### src/rtl/alu_op_sequencer.sv
// ---------------------------------------------------------------------------
// alu_op_sequencer
//   Buffers ALU commands in a small FIFO and presents them one at a time to a
//   downstream ALU through registered operand/opcode outputs. Adds are held on
//   the outputs for two cycles because the ALU needs two clocks for the carry.
//   Divide-by-zero commands are dropped at the FIFO head and counted.
//
// Ports
//   clk           rising-edge clock
//   rst           synchronous active-high reset
//   cmd_valid     upstream command present
//   cmd_ready     FIFO has room (depends on registered occupancy only)
//   cmd_opcode    3-bit ALU opcode of the incoming command
//   cmd_a, cmd_b  8-bit operands of the incoming command
//   operand1/2    registered operands to the ALU
//   opcode        registered opcode to the ALU
//   issue_valid   high on the first cycle a command is presented
//   div_zero_err  one-cycle pulse when a divide-by-zero command is dropped
//   err_count     saturating count of dropped commands
//   fill          current FIFO occupancy
// ---------------------------------------------------------------------------
module alu_op_sequencer #(
    parameter int DEPTH = 4
) (
    input  logic                     clk,
    input  logic                     rst,
    input  logic                     cmd_valid,
    output logic                     cmd_ready,
    input  logic [2:0]               cmd_opcode,
    input  logic [7:0]               cmd_a,
    input  logic [7:0]               cmd_b,
    output logic [7:0]               operand1,
    output logic [7:0]               operand2,
    output logic [2:0]               opcode,
    output logic                     issue_valid,
    output logic                     div_zero_err,
    output logic [7:0]               err_count,
    output logic [$clog2(DEPTH):0]   fill
);

    localparam int PTR_W  = $clog2(DEPTH);
    localparam int FILL_W = PTR_W + 1;

    localparam logic [2:0] OP_ADD = 3'b000;
    localparam logic [2:0] OP_DIV = 3'b011;

    typedef enum logic [1:0] {
        IDLE,
        ISSUE,
        HOLD
    } state_t;

    state_t             r_state;
    logic [18:0]        r_mem [DEPTH];
    logic [PTR_W-1:0]   r_wr_ptr;
    logic [PTR_W-1:0]   r_rd_ptr;
    logic [FILL_W-1:0]  r_fill;
    logic [7:0]         r_operand1;
    logic [7:0]         r_operand2;
    logic [2:0]         r_opcode;
    logic               r_issue_valid;
    logic               r_div_zero_err;
    logic [7:0]         r_err_count;

    logic               w_push;
    logic               w_pop;
    logic               w_dispatch_ok;
    logic [18:0]        w_head;
    logic [2:0]         w_head_op;
    logic [7:0]         w_head_a;
    logic [7:0]         w_head_b;
    logic               w_head_div0;

    assign cmd_ready = (r_fill < FILL_W'(DEPTH));
    assign w_push    = cmd_valid && cmd_ready;

    assign w_head      = r_mem[r_rd_ptr];
    assign w_head_op   = w_head[18:16];
    assign w_head_a    = w_head[15:8];
    assign w_head_b    = w_head[7:0];
    assign w_head_div0 = (w_head_op == OP_DIV) && (w_head_b == 8'd0);

    // The only cycle that cannot take a new head is the first cycle of an add;
    // the HOLD cycle already dispatches so back-to-back adds issue every 2 cycles.
    assign w_dispatch_ok = !((r_state == ISSUE) && (r_opcode == OP_ADD));
    assign w_pop         = w_dispatch_ok && (r_fill != '0);

    // Storage is not reset; the pointers define which entries are live.
    always_ff @(posedge clk) begin
        if (w_push) begin
            r_mem[r_wr_ptr] <= {cmd_opcode, cmd_a, cmd_b};
        end
    end

    always_ff @(posedge clk) begin
        if (rst) begin
            r_wr_ptr <= '0;
            r_rd_ptr <= '0;
            r_fill   <= '0;
        end else begin
            if (w_push) begin
                r_wr_ptr <= r_wr_ptr + PTR_W'(1);
            end
            if (w_pop) begin
                r_rd_ptr <= r_rd_ptr + PTR_W'(1);
            end
            r_fill <= r_fill + FILL_W'(w_push) - FILL_W'(w_pop);
        end
    end

    always_ff @(posedge clk) begin
        if (rst) begin
            r_state        <= IDLE;
            r_operand1     <= '0;
            r_operand2     <= '0;
            r_opcode       <= '0;
            r_issue_valid  <= 1'b0;
            r_div_zero_err <= 1'b0;
            r_err_count    <= '0;
        end else begin
            r_issue_valid  <= 1'b0;
            r_div_zero_err <= 1'b0;
            case (r_state)
                ISSUE: begin
                    if (r_opcode == OP_ADD) begin
                        r_state <= HOLD;
                    end else if (w_pop && w_head_div0) begin
                        r_div_zero_err <= 1'b1;
                        if (r_err_count != 8'hFF) r_err_count <= r_err_count + 8'd1;
                        r_state <= IDLE;
                    end else if (w_pop) begin
                        r_operand1    <= w_head_a;
                        r_operand2    <= w_head_b;
                        r_opcode      <= w_head_op;
                        r_issue_valid <= 1'b1;
                        r_state       <= ISSUE;
                    end else begin
                        r_state <= IDLE;
                    end
                end
                default: begin
                    // IDLE and the exit of HOLD both look at the FIFO head.
                    if (w_pop && w_head_div0) begin
                        r_div_zero_err <= 1'b1;
                        if (r_err_count != 8'hFF) r_err_count <= r_err_count + 8'd1;
                        r_state <= IDLE;
                    end else if (w_pop) begin
                        r_operand1    <= w_head_a;
                        r_operand2    <= w_head_b;
                        r_opcode      <= w_head_op;
                        r_issue_valid <= 1'b1;
                        r_state       <= ISSUE;
                    end else begin
                        r_state <= IDLE;
                    end
                end
            endcase
        end
    end

    assign operand1     = r_operand1;
    assign operand2     = r_operand2;
    assign opcode       = r_opcode;
    assign issue_valid  = r_issue_valid;
    assign div_zero_err = r_div_zero_err;
    assign err_count    = r_err_count;
    assign fill         = r_fill;

endmodule

### config.mk
export PLATFORM = sky130hd
export DESIGN_NAME = alu_op_sequencer
export DESIGN_NICKNAME = d
export VERILOG_FILES = /design/src/rtl/alu_op_sequencer.sv
export SDC_FILE = /design/constraint.sdc
export NUM_CORES = 1
export LEC_CHECK = 0
export ABC_CLOCK_PERIOD_IN_PS = 3400
export CELL_PAD_IN_SITES_DETAIL_PLACEMENT = 1
export CELL_PAD_IN_SITES_GLOBAL_PLACEMENT = 2
export CORE_MARGIN = 2
export CORE_UTILIZATION = 32
export CTS_CLUSTER_DIAMETER = 200
export DETAILED_ROUTE_END_ITERATION = 10
export PLACE_DENSITY = 0.77
export SYNTH_ARGS = -nofsm -noshare
export SYNTH_HDL_FRONTEND = slang
export SYNTH_SLANG_ARGS = --single-unit
export TNS_END_PERCENT = 50
### constraint.sdc
create_clock -name clk -period 3.4 [get_ports clk]
set_input_delay 0.34 -clock clk [delete_from_list [all_inputs] [get_ports clk]]
set_output_delay 0.34 -clock clk [all_outputs]
set_load 0.005 [all_outputs]
## Word level (Yosys, flattened, before mapping)

Memories as Yosys holds them, arrays and structs flattened. A register that Yosys moved wholly into a read port is not among the register bits.
Cells that the tools add are included.

| storage, ports and cells | value |
|---|---|
| output and inout port bits | 33 |
| input port bits | 22 |
| memory bits (writable) | 76 |
| memories kept | 1 |
| bits in registers | 38 |
| logic and storage cells | 61 |

| cells by class | value |
|---|---|
| order comparisons | 1 |
| reductions and logical operators | 9 |
| add/sub/neg operators | 5 |
| multiplexer cells | 31 |
| equality and inequality tests | 4 |

Memories:

| name | depth | bits a word | rd ports | clocked after memory_dff | wr ports | RTL line | text |
|---|---|---|---|---|---|---|---|
| r_mem | 4 | 19 | 1 | 1 | 1 | 54 | `logic [18:0] r_mem [DEPTH];` |

Operators by type and width:

| cell | count |
|---|---|
| 2-to-1 mux 8 bit | 12 |
| 2-to-1 mux 3 bit | 4 |
| 2-to-1 mux 1 bit | 10 |
| 2-to-1 mux 2 bit | 5 |
| adder 8 x 1 -> 8 bit, second input constant | 1 |
| logical NOT 8 bit | 1 |
| inequality test 8 bit, second input constant | 1 |
| logical AND 1 bit | 5 |
| adder 2 x 1 -> 2 bit, second input constant | 2 |
| adder 3 x 1 -> 3 bit | 1 |
| == test 3 x 2 -> 1 bit, second input constant | 1 |
| logical NOT 3 bit | 1 |
| less-than comparator 3 bit, second input constant | 1 |
| nonzero test 3 bit | 1 |
| subtractor 3 x 1 -> 3 bit | 1 |
| == test 2 x 1 -> 1 bit, second input constant | 1 |
| inequality test 2 bit, second input constant | 1 |
| logical NOT 1 bit | 1 |

## Longest topological paths before layout

| depth | value |
|---|---|
| depth after elaboration | 8 |
| gate-level depth with buffers | 10 |
| mapped depth without buffers | 9 |

## Worst setup path before layout

Ideal clock, no wire load.

| path | value |
|---|---|
| kind | register to register |
| start point | reg with a tool-made name |
| end point | reg r_err_count[5] (netlist: err_count[5]) |
| path slack | 958 ps |
| setup time | 121 ps |
| clock period less this slack | 2442 ps |
| arrival time | 2321 ps |
| cell stages (with the launch flop) | 9 |
| path buffers | 3 |
| path through | dfxtp_1 -> clkbuf_1 -> buf_1 -> mux4_2 -> nor3_4 -> nand2_2 -> buf_6 -> nor4_1 -> mux2_2 |

RTL lines:

| item | RTL line | text |
|---|---|---|
| end signal, assigned | 129 | `if (r_err_count != 8'hFF) r_err_count <= r_err_count + 8'd1;` |
| end signal, assigned | 145 | `if (r_err_count != 8'hFF) r_err_count <= r_err_count + 8'd1;` |
| end, declared | 63 | `logic [7:0] r_err_count;` |

==> impl_metrics.py <==
metrics = {
    "critical_path": {
        "cp-end-kind": "flip-flop",
        "arrival_ns": 3.04,
        "start_kind": "flip-flop",
        "worstPathMaxFanout": 11,
        "critPathKind": "flip-flop to flip-flop",
        "required_ns": 3.70,
    },
    "place": {
        "place_congestion": 0.742,
        "dp.cells": 522,
        "dp_hpwl_um": 6500,
        "pre_cts_slack_ns": 0.609,
        "place.port_buffers": 54,
    },
    "detailed_routing": {
        "drtPass1Iterations": 4,
        "routedWlPerCell_um": 17.6,
        "drt_iter0_drc": 134,
        "post-route-drc-count": 0,
        "wl_um": 9740,
        "viasPerCell": 4.84,
        "vias": 2684,
        "ant_nets": 0,
    },
    "finish": {
        "syn_to_final_growth_pct": 29.7,
        "diodes": 0,
        "drive_gt1_share_pct": 14.2,
        "fin_cells": 554,
        "fill_cells": 1389,
        "layout.nets": 390,
    },
    "global_routing": {
        "grt_pass1_wl_um": 15500,
        "grt_overflow": 0,
        "grt_use_total_pct": 14.0,
        "grt_max_degree": 27,
        "grt_pass1_vias": 2837,
        "grt_antenna_before_repair": 0,
    },
    "synthesis": {
        "synth_cells": 295,
        "yosys_most_used_dff": "edfxtp_1",
        "synth_top_area_cell": "edfxtp_1",
        "ys_warn_count": 0,
        "yosysUniqueCellTypes": 36,
        "ys_seq_area_share_pct": 67.8,
        "ys_seq_elements": 115,
        "synth_top_area_share_pct": 50.5,
        "syn_nets": 324,
        "synth_area_leaders": "edfxtp_1 51%, dfxtp_1 17%, mux4_1 8.7%, a21oi_1 3.0%, o21ai_0 2.4%",
        "synthArstFlopShare_pct": 0,
        "syn_area_per_cell_um2": 15.3,
        "syn_area_um2": 4520,
        "synth_edf_count": 76,
    },
    "power": {
        "p_sw_w": 0.00148,
        "p_per_area_nw_per_um2": 847,
        "clockPowerShare_pct": 35.1,
        "p_comb_share_pct": 26.4,
        "p_sw_share_pct": 29.8,
        "leakagePower_nw": 1.99,
        "p_int_w": 0.00348,
        "power_frac_seq_pct": 38.5,
        "ir_worst_vdd_mv": 0.385,
        "p_total_w": 0.00496,
    },
    "sta": {
        "worst_slew_pin_slew_ns": 0.945,
        "clock_skew_ns": 0.00681,
        "setup_slack_ns": 0.660,
        "holdWs_ns": 0.482,
        "clock.fmax_ghz": 0.365,
        "setup_violations": 0,
        "timing.final.crit_share_pct": 80.6,
        "layout_min_cycle_time_ns": 2.74,
        "hold_viol": 0,
        "rsz0062_at_grt": "no",
        "relSlewSlack_pct": 36.8,
        "setup-tns-final_ns": 0,
        "drv_slew": 0,
    },
    "die": {
        "ios": 55,
        "die_w_um": 123,
        "dieArea_um2": 15100,
        "fp.coreArea_um2": 13800,
        "die_y_um": 123,
        "initial_core_util_pct": 32.7,
        "num_rows": 43,
    },
    "run": {
        "drv_cap": 0,
    },
    "clock_tree": {
        "clock-sinks": 115,
        "cts.hold.buffers_added": 0,
        "htree_levels": 4,
        "cts_tree": "yes",
        "clk-insertion-delay-late_ns": 0.42,
        "ctsResizeCount": 0,
        "ctsRootBufferMaster": "clkbuf_16",
        "clk_pin_slew_ns": 0.06,
        "cts_made_buffers": 17,
        "postCtsSetupBuffers": 0,
        "cts_buffer_depth": 2,
    },
    "min_path": {
        "hold_path_class": "flip-flop to flip-flop",
        "hold_start": "operand1[1]$_SDFFE_PP0P_",
    },
    "outcome": {
        "outcome": "finished clean",
    },
}
[layout make-up]
class	count	area, um^2	area share, %
Clock buffer	18	429	7.33
Tap cell	180	225	3.85
Timing Repair Buffer	64	616	10.5
Sequential cell	115	3060	52.3
Clock inverter	14	154	2.63
Inverter	5	18.8	0.321
Multi-Input combinational cell	158	1350	23.1
[placed cells by master, fill, tap and decap left out, types with 2 or more instances in the layout]
master           instances
mux2_2                   2
and2_1                   4
edfxtp_1                76
and3_1                   2
inv_6                    4
clkdlybuf4s50_1         54
nor3_1                   4
bufinv_16                2
a21oi_1                 26
nand3_1                 16
mux4_1                  15
clkinvlp_4               5
ha_1                     6
mux4_2                   4
nor2b_1                  4
nor2_1                  13
buf_4                   10
clkinv_4                 2
xnor2_1                  5
or4_1                    4
dfxtp_1                 39
clkbuf_16               17
o31ai_1                  3
nor4_1                   3
o21ai_0                 22
nand2_1                 12
inv_1                    5
[cells by family after synthesis]
family          after synthesis  share of synthesized area [%]
simple gates                 69                           8.56
buf+inv                      22                           2.35
flops                       115                           67.8
compound gates               55                           6.76
fa+ha+maj                     7                           2.11
xor+xnor                      6                           1.16
mux                          21                           11.2
[Yosys cell counts (2+ instances only)]
cell	instances
dfxtp_1	39
mux4_1	15
nand2_1	12
mux4_2	4
o31ai_1	3
mux2_2	2
clkbuf_1	12
nand3_1	16
a21oi_1	27
xnor2_1	5
buf_6	3
nor2b_1	4
nor2_1	13
edfxtp_1	76
nor3_1	4
and3_1	2
or4_1	4
inv_1	5
o21ai_0	22
and2_1	4
ha_1	6
nor4_1	3
[per-layer routing]
| metal | up-vias | GRT usage, % | part of all wire [%] |
|---|---|---|---|
| li1 | 1279 | - | - |
| met1 | 1339 | 18.3 | 46 |
| met2 | 54 | 21.5 | 48 |
| met3 | 12 | 4.51 | 4.4 |
| met4 | 0 | 5.68 | 1.4 |
| met5 | - | 0 | 0 |
[metrics by stage]
stage / instance area (um^2) / utilization, %
finish: 5860 / 42.3
global route: 5860 / 42.3
CTS: 5860 / 42.3
detailed placement: 5270 / 38.1
global placement: 5270 / 38.1
floorplan: 4520 / -
[path summary, 6_finish.rpt]
check,endpoint,slack (ns),depth (start not counted)
max,err_count[7]$_SDFFE_PP0P_,0.66,6
min,operand1[1]$_SDFFE_PP0P_,0.48,2
max reg2reg,err_count[7]$_SDFFE_PP0P_,0.66,6
min reg2reg,operand1[1]$_SDFFE_PP0P_,0.48,2
[registers in the layout (all words and copies together) (netlist names), named ones only]
name          cells
opcode            3
div_zero_err      1
r_wr_ptr          2
r_state           1
err_count         8
fill              3
operand1          8
r_rd_ptr          2
operand2          8
r_mem            76
issue_valid       1
[power groups by stage]
| stage | logic, W | clock network (W) | registers [W] |
|---|---|---|---|
| 4_1_cts | 0.00133 | 0.00176 | 0.00192 |
| 2_1_floorplan | 0.000795 | 0 | 0.00187 |
| 6_report | 0.00131 | 0.00174 | 0.00191 |
| 3_5_place_dp | 0.00131 | 0 | 0.00194 |
| 3_3_place_gp | 0.00129 | 0 | 0.00193 |
| 5_1_grt | 0.00145 | 0.00181 | 0.00194 |
[critical path, cell delays in order (launching register included)]
cell and delay, ns:
dfxtp_1 0.66, buf_4 0.26, mux4_1 0.62, nor3_4 0.24, nand2_2 0.16, nor4_1 0.33
mux2_2 0.36
Note: power is estimated with default switching activity, not from simulation.
